$ cat config.mk
export PLATFORM = sky130hd
export DESIGN_NAME = mmio_bridge
export DESIGN_NICKNAME = d
export VERILOG_FILES = /design/src/rtl/mmio_pkg.sv /design/src/rtl/mmio_decode.sv /design/src/rtl/mmio_bridge.sv
export SDC_FILE = /design/constraint.sdc
export NUM_CORES = 1
export LEC_CHECK = 0
export ABC_AREA = 1
export BUFFER_PORTS_ARGS = -buffer_cell sky130_fd_sc_hd__clkbuf_2
export CAP_MARGIN = 40
export CORE_AREA = 2 2 146 148
export DETAILED_ROUTE_END_ITERATION = 10
export DIE_AREA = 0 0 148 150
export HOLD_SLACK_MARGIN = 0.15
export PLACE_DENSITY = 0.83
export SYNTH_ARGS = -nofsm -noshare
export SYNTH_HDL_FRONTEND = slang
export SYNTH_HIERARCHICAL = 1
export SYNTH_SLANG_ARGS = --single-unit
$ cat constraint.sdc
create_clock -name clk -period 1.8 [get_ports clk]
set_input_delay 0 -clock clk [delete_from_list [all_inputs] [get_ports clk]]
set_output_delay 0 -clock clk [all_outputs]
set_load 0.03 [all_outputs]
$ cat src/rtl/mmio_pkg.sv
// Shared types and default address map for the CPU-to-peripheral MMIO bridge.
package mmio_pkg;

    typedef enum logic [1:0] {
        ST_IDLE   = 2'd0,
        ST_ACCESS = 2'd1,
        ST_RESP   = 2'd2
    } state_e;

    typedef enum logic [1:0] {
        ERR_NONE     = 2'd0,
        ERR_UNMAPPED = 2'd1,
        ERR_ALIGN    = 2'd2,
        ERR_TIMEOUT  = 2'd3
    } err_e;

    localparam logic [31:0] DM_LO  = 32'h0000_0000;
    localparam logic [31:0] DM_HI  = 32'h0000_2FFF;
    localparam logic [31:0] TC0_LO = 32'h0000_7F00;
    localparam logic [31:0] TC0_HI = 32'h0000_7F0B;
    localparam logic [31:0] TC1_LO = 32'h0000_7F10;
    localparam logic [31:0] TC1_HI = 32'h0000_7F1B;
    localparam logic [31:0] INT_LO = 32'h0000_7F20;
    localparam logic [31:0] INT_HI = 32'h0000_7F23;

    // Channel order: 0 DM, 1 TC0, 2 TC1, 3 INT.
    localparam logic [127:0] DEF_SLV_LO = {INT_LO, TC1_LO, TC0_LO, DM_LO};
    localparam logic [127:0] DEF_SLV_HI = {INT_HI, TC1_HI, TC0_HI, DM_HI};

endpackage

$ cat src/rtl/mmio_decode.sv
// Address decoder: lowest-index matching window wins; flags unmapped and word-only misuse.
module mmio_decode
    import mmio_pkg::*;
#(
    parameter int unsigned          NSLV      = 4,
    parameter logic [32*NSLV-1:0]   SLV_LO    = {NSLV{32'h0}},
    parameter logic [32*NSLV-1:0]   SLV_HI    = {NSLV{32'h0}},
    parameter logic [NSLV-1:0]      WORD_ONLY = '0
) (
    input  logic [31:0]     addr_i,
    input  logic [3:0]      byteen_i,
    output logic [NSLV-1:0] hit_o,
    output logic            unmapped_o,
    output logic            align_err_o
);

    logic found;

    always_comb begin
        // NOTE: every output gets a default first so no path leaves it unassigned (no latch).
        hit_o = '0;
        found = 1'b0;
        for (int i = 0; i < NSLV; i++) begin
            if (!found && addr_i >= SLV_LO[32*i +: 32] && addr_i <= SLV_HI[32*i +: 32]) begin
                hit_o[i] = 1'b1;
                found    = 1'b1;
            end
        end
        unmapped_o  = !found;
        align_err_o = (|(hit_o & WORD_ONLY)) && (|byteen_i)
                      && ((addr_i[1:0] != 2'b00) || (byteen_i != 4'hF));
    end

endmodule

$ cat src/rtl/mmio_bridge.sv
// Single-outstanding MMIO bridge: decodes a CPU access, runs a ready/wait handshake
// on one channel and reports data or an error code with a one-cycle completion pulse.
module mmio_bridge
    import mmio_pkg::*;
#(
    parameter int unsigned          NSLV      = 4,
    parameter logic [32*NSLV-1:0]   SLV_LO    = {NSLV{32'h0}},
    parameter logic [32*NSLV-1:0]   SLV_HI    = {NSLV{32'h0}},
    parameter logic [NSLV-1:0]      WORD_ONLY = '0,
    parameter int unsigned          TIMEOUT   = 15
) (
    input  logic                 clk,
    input  logic                 rst_n,
    input  logic                 p_req,
    input  logic [31:0]          p_addr,
    input  logic [3:0]           p_byteen,
    input  logic [31:0]          p_wdata,
    input  logic [31:0]          p_pc,
    output logic                 p_busy,
    output logic                 p_done,
    output logic [31:0]          p_rdata,
    output logic [1:0]           p_err,
    output logic [31:0]          p_err_pc,
    output logic [NSLV-1:0]      s_sel,
    output logic [31:0]          s_addr,
    output logic [3:0]           s_byteen,
    output logic [31:0]          s_wdata,
    input  logic [32*NSLV-1:0]   s_rdata,
    input  logic [NSLV-1:0]      s_ready
);

    localparam logic [7:0] TO_CNT = 8'(TIMEOUT);

    state_e          state_q;
    err_e            err_q;
    logic [NSLV-1:0] sel_q;
    logic [7:0]      cnt_q;
    logic [31:0]     addr_q, wdata_q, pc_q, rdata_q, err_pc_q;
    logic [3:0]      byteen_q;
    logic            done_q;

    logic [NSLV-1:0] hit;
    logic            unmapped, align_err;
    logic            sel_ready;
    logic [31:0]     sel_rdata;

    mmio_decode #(
        .NSLV      (NSLV),
        .SLV_LO    (SLV_LO),
        .SLV_HI    (SLV_HI),
        .WORD_ONLY (WORD_ONLY)
    ) u_decode (
        .addr_i      (p_addr),
        .byteen_i    (p_byteen),
        .hit_o       (hit),
        .unmapped_o  (unmapped),
        .align_err_o (align_err)
    );

    // Only the selected channel's ready and data are observed.
    assign sel_ready = |(s_ready & sel_q);

    always_comb begin
        sel_rdata = '0;
        for (int i = 0; i < NSLV; i++) begin
            sel_rdata = sel_rdata | (s_rdata[32*i +: 32] & {32{sel_q[i]}});
        end
    end

    always_ff @(posedge clk or negedge rst_n) begin
        if (!rst_n) begin
            state_q  <= ST_IDLE;
            err_q    <= ERR_NONE;
            sel_q    <= '0;
            cnt_q    <= '0;
            addr_q   <= '0;
            byteen_q <= '0;
            wdata_q  <= '0;
            pc_q     <= '0;
            rdata_q  <= '0;
            err_pc_q <= '0;
            done_q   <= 1'b0;
        end else begin
            // NOTE: state uses non-blocking assignments so every register samples pre-edge values.
            done_q <= 1'b0;
            case (state_q)
                ST_IDLE: begin
                    if (p_req) begin
                        addr_q   <= p_addr;
                        byteen_q <= p_byteen;
                        wdata_q  <= p_wdata;
                        pc_q     <= p_pc;
                        cnt_q    <= '0;
                        if (unmapped || align_err) begin
                            err_q    <= unmapped ? ERR_UNMAPPED : ERR_ALIGN;
                            rdata_q  <= '0;
                            err_pc_q <= p_pc;
                            done_q   <= 1'b1;
                            state_q  <= ST_RESP;
                        end else begin
                            sel_q   <= hit;
                            state_q <= ST_ACCESS;
                        end
                    end
                end
                ST_ACCESS: begin
                    if (sel_ready) begin
                        err_q    <= ERR_NONE;
                        rdata_q  <= (byteen_q == 4'h0) ? sel_rdata : 32'h0;
                        err_pc_q <= pc_q;
                        done_q   <= 1'b1;
                        sel_q    <= '0;
                        state_q  <= ST_RESP;
                    end else if (cnt_q == TO_CNT) begin
                        err_q    <= ERR_TIMEOUT;
                        rdata_q  <= '0;
                        err_pc_q <= pc_q;
                        done_q   <= 1'b1;
                        sel_q    <= '0;
                        state_q  <= ST_RESP;
                    end else if (cnt_q != 8'hFF) begin
                        cnt_q <= cnt_q + 8'd1;
                    end
                end
                ST_RESP: state_q <= ST_IDLE;
                default: state_q <= ST_IDLE;
            endcase
        end
    end

    assign p_busy   = (state_q != ST_IDLE);
    assign p_done   = done_q;
    assign p_rdata  = rdata_q;
    assign p_err    = err_q;
    assign p_err_pc = err_pc_q;
    assign s_sel    = sel_q;
    assign s_addr   = addr_q;
    assign s_byteen = byteen_q;
    assign s_wdata  = wdata_q;

endmodule

==> impl_metrics.env <==
export IMPL_wire_per_inst_um=15.8
export IMPL_ys_flop_type="dfrtp_1"
export IMPL_crit_top_cell="nand2_1"
export IMPL_clk_pin_slew_worst_paths_ps=70
export IMPL_hp_class="input pin to flop"
export IMPL_multiInputGateArea_sq_mm=0.00355
export IMPL_cts_tree="done"
export IMPL_startpoint_type="flop"
export IMPL_final_cell_area_sq_mm=0.0132
export IMPL_gp_congestion=0.813
export IMPL_die_w_um=148
export IMPL_synth_distinct_cells=24
export IMPL_cts_path_max_buffers=2
export IMPL_period_share_pct=95.1
export IMPL_ant_nets=0
export IMPL_postSynthCellCount=1164
export IMPL_yosys_area_top_type_share_pct=52.5
export IMPL_path_buf_inv=2
export IMPL_end_kind="flop"
export IMPL_synthArstFlopShare_pct=100
export IMPL_powerDensity_mw_per_mm2=874
export IMPL_place_area_sq_mm=0.0107
export IMPL_wl_mm=31.4
export IMPL_ioPinCount=375
export IMPL_area_growth_pct=52.8
export IMPL_cp_startpoint="s_sel[1]"
export IMPL_ys_warn_count=6
export IMPL_via_per_inst=5.00
export IMPL_seq_area_sq_mm=0.00453
export IMPL_start_util_pct=41.7
export IMPL_drtIter0Drc=563
export IMPL_path_class="flop to flop"
export IMPL_rows=53
export IMPL_syn_area_per_cell_sq_um=7.42
export IMPL_dp_hpwl_mm=18.2
export IMPL_numClockSinks=181
export IMPL_worstRegToRegCells=6
export IMPL_fillers=1574
export IMPL_required_ps=2170
export IMPL_dr_total_vias=9918
export IMPL_drv_cap=0
export IMPL_setup_viol=0
export IMPL_clk_insertion_delay_late_ps=430
export IMPL_drive_gt1_share_pct=26.3
export IMPL_grt_max_degree=93
export IMPL_synth_area_leaders="dfrtp_1 (52%), nand2_1 (30%), o21ai_0 (4.0%), inv_1 (2.7%), nand4_1 (2.4%)"
export IMPL_nets=1928
export IMPL_rr_startpoint="s_sel[1]"
export IMPL_ys_seq_elements=181
export IMPL_die_area_sq_mm=0.0222
export IMPL_hold_slack_ps=169
export IMPL_power_leakage_uw=0.00737
export IMPL_finalHoldViolCount=0
export IMPL_first_pass_iters=6
export IMPL_holdCritStartpoint="s_ready[3]"
export IMPL_cts_htree_levels=4
export IMPL_slowest_stage="dlygate4sd3_1"
export IMPL_grt_usage_pct=27.1
export IMPL_finalCriticalPeriod_ps=1710
export IMPL_synthTopCellsByCount="nand2_1 (680), dfrtp_1 (181), o21ai_0 (69)"
export IMPL_max_stage_delay_ps=570
export IMPL_die_h_um=150
export IMPL_critical_path_top_delay_family="buffers and inverters"
export IMPL_synth_edf_count=0
export IMPL_cts_made_buffers=17
export IMPL_fmax_ghz=0.584
export IMPL_ys_seq_area_share_pct=52.5
export IMPL_ir_worst_vdd_mv=0.616
export IMPL_status="completed"
export IMPL_finalClockSkew_ps=17.2
export IMPL_cp_depth=6
export IMPL_yosysTopAreaCell="dfrtp_1"
export IMPL_fin_util_pct=63.8
export IMPL_antenna_found_initial=5
export IMPL_grt_pass1_wl_mm=47.6
export IMPL_cp_max_fo=34
export IMPL_clockRootBuffer="clkbuf_16"
export IMPL_core_sq_mm=0.0207
export IMPL_yosysMostFrequentCell="nand2_1"
export IMPL_grt_overflow=0
export IMPL_crit_chain="buf_6, nand2_1, nand4_1, dlygate4sd3_1, nand2_1, nand2_1"
export IMPL_syn_area_sq_mm=0.00863
export IMPL_cp_arrival_ps=2080
export IMPL_io_buffers=374
export IMPL_hold_path_depth=8
export IMPL_drc=0
export IMPL_grt_pass1_vias=9792
export IMPL_drv_slew=0
==> power by group <==
part | switching [uW] | total, uW | internal (uW) | leakage [uW]
clock network | 1810 | 3710 | 1900 | 0.000286
logic | 1920 | 3110 | 1200 | 0.00479
registers | 237 | 4710 | 4470 | 0.00229
total | 3960 | 11500 | 7570 | 0.00737
==> metal layers <==
layer,track usage [%],part of all wire [%],vias to the layer above
li1,-,-,4622
met1,30.9,37,4599
met2,47.2,50,576
met3,6.16,8.1,121
met4,14.6,4.7,0
met5,0,0,-
==> worst register-to-register path, cell delays in order, from the launching register on <==
cell and delay [ps]:
dfrtp_1 380, buf_6 280, nand2_1 180, nand4_1 140
dlygate4sd3_1 570, nand2_1 50, nand2_1 70
==> timing repair <==
item                       CTS  global route
hold buffers               173             0
setup buffers                0             2
hold endpoints to repair   349             0
setup endpoints to repair    0            69
gates resized for setup      0            11
==> cell families (layout without fill, tap and decap cells) <==
logic type	after synthesis	count (layout)	share of synthesized area, %
compound gates	73	73	4.38
fa+ha+maj	1	1	0.145
buf+inv	129	666	6.94
flops	181	181	52.5
other cells	1	9	0.0434
simple gates	779	780	36.0
==> layout make-up <==
type | instances | share of cell area [%]
sequential | 181 | 34.3
clock inverter | 14 | 1.22
multi-input combinational | 858 | 26.9
antenna | 5 | 0.0949
inverter | 66 | 1.88
timing repair buffer | 568 | 29.6
tap | 275 | 2.61
clock buffer | 18 | 3.33
==> state kept, by name, summed over array words and instances (netlist names) <==
name	cells
s_wdata	32
p_done	1
state_q	2
pc_q	32
p_err_pc	32
cnt_q	8
s_byteen	4
s_sel	4
s_addr	32
p_err	2
p_rdata	32
==> placed cells by master, fill, tap and decap left out, types with 3 or more instances in the layout <==
cell type,n
nand2_1,678
clkbuf_2,373
dfrtp_1,181
dlygate4sd3_1,172
o21ai_0,69
inv_1,63
nor2_1,38
nand4_1,33
clkbuf_16,18
nand3_1,9
buf_12,8
buf_4,8
nand2_2,6
buf_6,6
diode_2,5
clkinv_8,5
nor2_4,4
nand3b_1,4
conb_1,4
inv_2,3
nand3_4,3
inv_8,3
==> metrics by stage <==
stage / setup WS (ps) / cells / power, uW / TNS (ps)
after floorplan: 251 / 1167 / 6270 / 0
after global placement: 76.3 / 1771 / 7210 / 0
after detailed placement: -2.74 / 1771 / 7250 / -2.74
after CTS: 0.731 / 1976 / 11500 / 0
after global routing: -17.6 / 1985 / 12100 / -20.5
final: 88.1 / 1985 / 11500 / 0
==> final timing paths <==
kind	end	slack (ps)
min in group asynchronous	pc_q[20]	670
hold reg to reg	s_wdata[5]	470
setup reg to reg	p_rdata[20]	90
setup / recovery	p_rdata[20]	90
max in group asynchronous	p_err_pc[6]	740
hold / removal	p_err[0]	170
Power figures use the tool's default switching activity.
